$ cat config.mk
export PLATFORM = sky130hd
export DESIGN_NAME = fetch_sequencer
export DESIGN_NICKNAME = d
export VERILOG_FILES = /design/src/rtl/fetch_sequencer.sv
export SDC_FILE = /design/constraint.sdc
export NUM_CORES = 1
export LEC_CHECK = 0
export ABC_AREA = 1
export BUFFER_PORTS_ARGS = -buffer_cell sky130_fd_sc_hd__buf_2
export CORE_ASPECT_RATIO = 1.75
export CORE_UTILIZATION = 50
export DETAILED_ROUTE_END_ITERATION = 7
export PLACE_DENSITY = 0.89
export SLEW_MARGIN = 20
export SYNTH_ARGS = -nofsm -noshare
export SYNTH_HDL_FRONTEND = slang
export SYNTH_SLANG_ARGS = --single-unit
$ cat constraint.sdc
create_clock -name clk -period 1.88 [get_ports clk]
set_clock_uncertainty 0.2 [all_clocks]
set_input_delay 0.376 -clock clk [delete_from_list [all_inputs] [get_ports clk]]
set_output_delay 0.376 -clock clk [all_outputs]
set_load 0.05 [all_outputs]
$ cat src/rtl/fetch_sequencer.sv
// Multi-cycle fetch/PC controller: owns the PC, fetches over a req/gnt/rvalid
// handshake, hands the instruction to execute and selects the next PC.
module fetch_sequencer #(
    parameter logic [31:0] RESET_PC  = 32'h0000_0000,
    parameter logic [31:0] NOP_INSTR = 32'h0000_0013
) (
    input  logic        clk,
    input  logic        rst_n,
    output logic        imem_req,
    output logic [31:0] imem_addr,
    input  logic        imem_gnt,
    input  logic        imem_rvalid,
    input  logic [31:0] imem_rdata,
    output logic [31:0] instr,
    output logic        instr_valid,
    input  logic        ex_done,
    input  logic        NextPCSrc,
    input  logic [31:0] br_target,
    input  logic        halt,
    output logic [31:0] pc,
    output logic [31:0] instret,
    output logic        misalign_trap,
    output logic        halted
);

    typedef enum logic [2:0] {
        S_IDLE,
        S_FETCH,
        S_WAIT,
        S_EXEC,
        S_HALT,
        S_TRAP
    } state_t;

    state_t      state_q, state_d;
    logic [31:0] pc_q, pc_d;
    logic [31:0] instr_q, instr_d;
    logic [31:0] instret_q, instret_d;
    logic        trap_q, trap_d;
    logic [31:0] cand;

    always_ff @(posedge clk) begin
        if (!rst_n) begin
            state_q   <= S_IDLE;
            pc_q      <= RESET_PC;
            instr_q   <= NOP_INSTR;
            instret_q <= 32'd0;
            trap_q    <= 1'b0;
        end else begin
            state_q   <= state_d;
            pc_q      <= pc_d;
            instr_q   <= instr_d;
            instret_q <= instret_d;
            trap_q    <= trap_d;
        end
    end

    always_comb begin
        state_d   = state_q;
        pc_d      = pc_q;
        instr_d   = instr_q;
        instret_d = instret_q;
        trap_d    = trap_q;
        // Bit 0 of any taken target is discarded, matching the jalr rule.
        cand      = NextPCSrc ? (br_target & ~32'h1) : (pc_q + 32'd4);
        case (state_q)
            S_IDLE: begin
                state_d = halt ? S_HALT : S_FETCH;
            end
            S_FETCH: begin
                if (imem_gnt) begin
                    state_d = S_WAIT;
                end
            end
            S_WAIT: begin
                if (imem_rvalid) begin
                    instr_d = imem_rdata;
                    state_d = S_EXEC;
                end
            end
            S_EXEC: begin
                if (ex_done) begin
                    if (NextPCSrc && br_target[1]) begin
                        trap_d  = 1'b1;
                        state_d = S_TRAP;
                    end else begin
                        pc_d      = cand;
                        instret_d = instret_q + 32'd1;
                        instr_d   = NOP_INSTR;
                        state_d   = halt ? S_HALT : S_FETCH;
                    end
                end
            end
            S_HALT: begin
                if (!halt) begin
                    state_d = S_FETCH;
                end
            end
            S_TRAP: begin
                state_d = S_TRAP;
            end
            default: begin
                state_d = S_IDLE;
            end
        endcase
    end

    assign imem_req      = (state_q == S_FETCH);
    assign imem_addr     = pc_q;
    assign instr         = instr_q;
    assign instr_valid   = (state_q == S_EXEC);
    assign pc            = pc_q;
    assign instret       = instret_q;
    assign misalign_trap = trap_q;
    assign halted        = (state_q == S_HALT);

endmodule
# ---- After elaboration in Yosys (flattened, before gate mapping)
# Index checks and enable logic that the tools add are counted.
# Widths: inputs -> output; s select.
dict set report word_totals {
  regBits 100
  latchBits 0
  ramBits 0
  mem_bits_ro 0
  in_bits 71
  out_inout_bits 132
  wordCells 37
  n_memories 0
}
dict set report op_classes {
  add_sub_neg 2
  multipliers 0
  div_mod_pow 0
  order_cmp 0
  n_eq_ne 10
  n_shift 0
  mux 12
  bitwise_logic 1
  n_reduce_logical 7
}
# cell n
set ops {}
lappend ops {{$mux 32} 4}
lappend ops {{$pmux 32 s2} 1}
lappend ops {{$add 32x1->32 const B} 1}
lappend ops {{$add 32x3->32 const B} 1}
lappend ops {{$mux 3} 6}
lappend ops {{$pmux 3 s6} 1}
lappend ops {{$reduce_and 4->1} 2}
lappend ops {{$eq 3x2->1 const B} 2}
lappend ops {{$eq 3x3->1 const B} 2}
lappend ops {{$ne 2x2->1 const B} 3}
lappend ops {{$reduce_and 3->1} 2}
lappend ops {{$ne 2x1->1 const B} 2}
lappend ops {{$eq 3x1->1 const B} 1}
lappend ops {{$logic_not 3->1} 1}
lappend ops {{$reduce_bool 2->1} 1}
lappend ops {{$logic_and 1x1->1} 1}
lappend ops {{$not 1->1} 1}

# ---- Longest topological paths before layout
dict set report logic_depth {
  ltp_word 4
  mapped_depth 12
  depth_no_buf 12
}

# ---- Worst setup path after synthesis
# Ideal clock, no wire load.
dict set report synth_timing {
  kind {reg-to-reg}
  startpoint {register state_q[2]}
  endpoint {register state_q[1]}
  setup_time_ps 110
  arrival_time_ps 2045
  required_time_ps 1570
  setup_slack_ps -475
  stages_incl_launch_ff 10
  path_cell_list {dfxtp_1 -> inv_2 -> nor3_1 -> nand2_1 -> nand2_1 -> inv_1 -> nand2_1 -> nand2_1 -> nand2_1 -> inv_1}
}
dict set report synth_via {
  elab_chain_len 3
}
# item line
set synth_lines {}
lappend synth_lines {{from (decl)} 35} ;# state_t state_q, state_d;
lappend synth_lines {{from (signal assigned)} 50} ;# state_q <= state_d;
lappend synth_lines {{$eq 3x3->1 *} --}
lappend synth_lines {{via halted} 23} ;# output logic halted
lappend synth_lines {{$ne 2x2->1 (no source line)} --}
lappend synth_lines {{$reduce_and 4->1 (no source line)} --}
# Mark *: on every way through the listed nets, which the timed path passes. The rest lies on a longest branch.
# A chain may end at the register's enable or synchronous reset.

# ---- Final worst setup path
dict set report layout_timing {
  startpoint {register state_q[1]}
  endpoint {output port imem_req}
}
dict set report layout_via {
  elab_chain_len 1
}
# item line
set layout_lines {}
lappend layout_lines {{$eq 3x1->1} 108} ;# assign imem_req = (state_q == S_FETCH);
lappend layout_lines {{to (decl)} 9} ;# output logic imem_req,
# No other way between the ends.

==> flow_summary.toml <==
[clocking]
clock-sinks = 99
numCtsBuffers = 9
root_buffer = "clkbuf_16"
holdBufCountCts = 0
htree_num_levels = 3
clk_latency_ps = 350
cts_tree = "built"
clock_path_buffers = 2
path_clk_slew_ps = 70

[yosys]
syn_avg_cell_area_um2 = 6.14
synth_area_um2 = 5670
synth-seq-cells = 99
synth_cells = 923
synth.distinct_cells = 37
ys_warn_count = 0
async_reset_ff_share_pct = 0
synth_ff_type = "dfxtp_1"
seq_area_frac_synth_pct = 35.0
synth_edf_count = 0

[critical_path]
r2r_slack_ps = 30
cp_data_arrival_time_ps = 1320
path_max_fanout = 4
crit_path_start = "state_q[1]$_SDFFE_PN0P_"
crit_path_start_kind = "flip-flop"
path_class = "reg2out"
rr_startpoint = "imem_addr[7]$_SDFFE_PN0P_"
r2r_end = "imem_addr[23]$_SDFFE_PN0P_"
crit_required_ps = 1300
r2r_cells = 9
setup.worst_path.end_class = "output pin"

[global_route]
grt_usage_pct = 29.0
grt_start_max_net_pins = 55
grt_pass1_wl_mm = 26.5
grt_overflow_total = 0
antenna_found_initial = 1
grt_pass1_vias = 6024

[power_and_ir_drop]
p_int_mw = 3.89
power_frac_clock_pct = 28.8
p_total_mw = 6.34
p_leak_nw = 3.25
pwr-share-comb_pct = 32.7
seqPwrFrac_pct = 38.4
p_sw_share_pct = 38.6
vdd_drop_max_uv = 679
p_per_area_nw_per_um2 = 861
p_sw_mw = 2.44

[placement]
gp_congestion = 0.936
placed_cells = 1233
hpwl_mm = 12.6
portBuffers = 199
pre_cts_ws_ps = 30.7

[cells_and_area]
drive_gt1_share_pct = 29.9
instances_no_fill = 1250
fin_nets = 1186
fill_cells = 998
diodes = 0
syn_to_final_growth_pct = 29.7

[min_path]
hp-class = "in2reg"
hold_path_depth = 3
hold_end = "instr[1]$_SDFFE_PN1P_"
hold_start = "imem_rdata[1]"

[status]
violations = "design-rule violations, negative setup slack"
status = "finished with violations"

[sta]
fmax_mhz = 527
min_period_ps = 1900
min_period_over_period_pct = 101
whs_ps = 53.6
setup_viol = 1
layout_setup_ws_ps = -17.8
grt_setup_unrepaired = "yes"
finalHoldViolations = 0
report.final.slew_viol_count = 0
timing.setup.tns_ps = -17.8

[route]
viasPerCell = 5.30
drt_iter0_drc = 464
num_vias = 6627
drc = 1
drtAntennaViolNets = 0
drt_wl_total_mm = 17.2
drt_pass1_iterations = 8
wl_per_cell_um = 13.8

[die]
ios = 203
die_h_um = 143
fp-row-count = 51
fp.dieW_um = 82.5
die_area_um2 = 11800
core_area_um2 = 11100
initial_core_util_pct = 51.1

[flow_run]
maxCapViolCount = 0
how the worst max path moves through the flow:
stage                                       to  slack, ps  depth (start not counted)
floorplan            imem_addr[7]$_SDFFE_PN0P_         -6                         10
global placement      instret[28]$_SDFFE_PN0P_         60                          9
detailed placement  imem_addr[30]$_SDFFE_PN0P_         30                         10
CTS                                   imem_req        -20                          4
global route        imem_addr[25]$_SDFFE_PN0P_        -90                          9
finish                                imem_req        -20                          4
cells by family (layout without fill, tap and decap cells):
family	count (synthesis)	count (layout)	share of synthesized area (%)
AOI/OAI and AO/OA	116	116	10.8
and+or+nand+nor	559	559	41.3
xor gates and xnor gates	3	3	0.463
other	1	2	0.0661
DFF	99	99	35.0
adders and majority gates	2	2	0.441
buffers and inverters	143	337	12.0
state kept, by name, indices dropped and copies added, names as in the netlist:
name           cells
imem_addr         31
instret           32
state_q            3
instr             32
misalign_trap      1
layer usage:
metal	vias up	part of all wire [%]	track usage, %
li1	3292	-	-
met1	2958	36	30.1
met2	305	52	51.9
met3	72	6.8	5.24
met4	0	4.7	18.2
met5	-	0	0
cell type report:
cell class,instances,area (um2),area share [%]
Multi-Input combinational cell,682,3130,42.6
Sequential cell,99,2040,27.7
Timing Repair Buffer,243,1430,19.5
Inverter,78,298,4.05
Clock buffer,11,253,3.44
Tap cell,132,165,2.24
Clock inverter,5,37.5,0.510
cell usage in the layout (no fill, tap or decap), drive strengths merged:
master    count
inv          77
o211ai        3
nand2       282
nor3         18
and2          1
xor2          2
dfxtp        99
a21oi        72
o21a          1
ha            2
a31oi         7
or2           1
clkinvlp      2
a211oi        1
nor3b         1
clkinv        4
nor2        158
nand3        83
o21bai        2
o21ai        28
xnor2         1
clkbuf       11
nand3b        8
conb          2
buf         243
o2111ai       1
a21boi        1
nand4         7
critical path: stages (launching register included):
cell and delay (ps):
dfxtp_4 360, buf_6 120, or2_4 250, nor2_4 100
buf_8 160
power groups by stage:
| stage | logic [mW] | registers (mW) | clock network, mW |
|---|---|---|---|
| after floorplan | 0.841 | 3.06 | 0 |
| after global placement | 1.96 | 2.45 | 0 |
| after detailed placement | 1.99 | 2.45 | 0 |
| after CTS | 2.05 | 2.42 | 1.84 |
| after global routing | 2.22 | 2.46 | 1.92 |
| final | 2.07 | 2.44 | 1.83 |
cell usage after synthesis, drive strengths merged (2+ instances only):
cell | n | area, um2
a21oi | 72 | 360
a31oi | 7 | 43.8
buf | 48 | 323
clkbuf | 17 | 63.8
dfxtp | 99 | 1980
ha | 2 | 25.0
inv | 77 | 289
nand2 | 282 | 1060
nand3 | 83 | 428
nand3b | 8 | 60.1
nand4 | 7 | 43.8
nor2 | 158 | 622
nor3 | 18 | 106
o211ai | 3 | 22.5
o21ai | 28 | 140
o21bai | 2 | 15.0
xor2 | 2 | 17.5
per-stage QoR:
step | area [um2] | utilization [%]
2_1_floorplan | 5730 | -
3_3_place_gp | 6890 | 62.0
3_5_place_dp | 6890 | 62.0
4_1_cts | 7220 | 65.1
5_1_grt | 7360 | 66.3
6_report | 7360 | 66.3
what timing repair did:
item,in CTS,in global routing
buffers inserted,0,1
pin swaps,3,8
setup endpoints to repair,3,34
resized for setup,15,41
(Power assumes the default switching activity.)
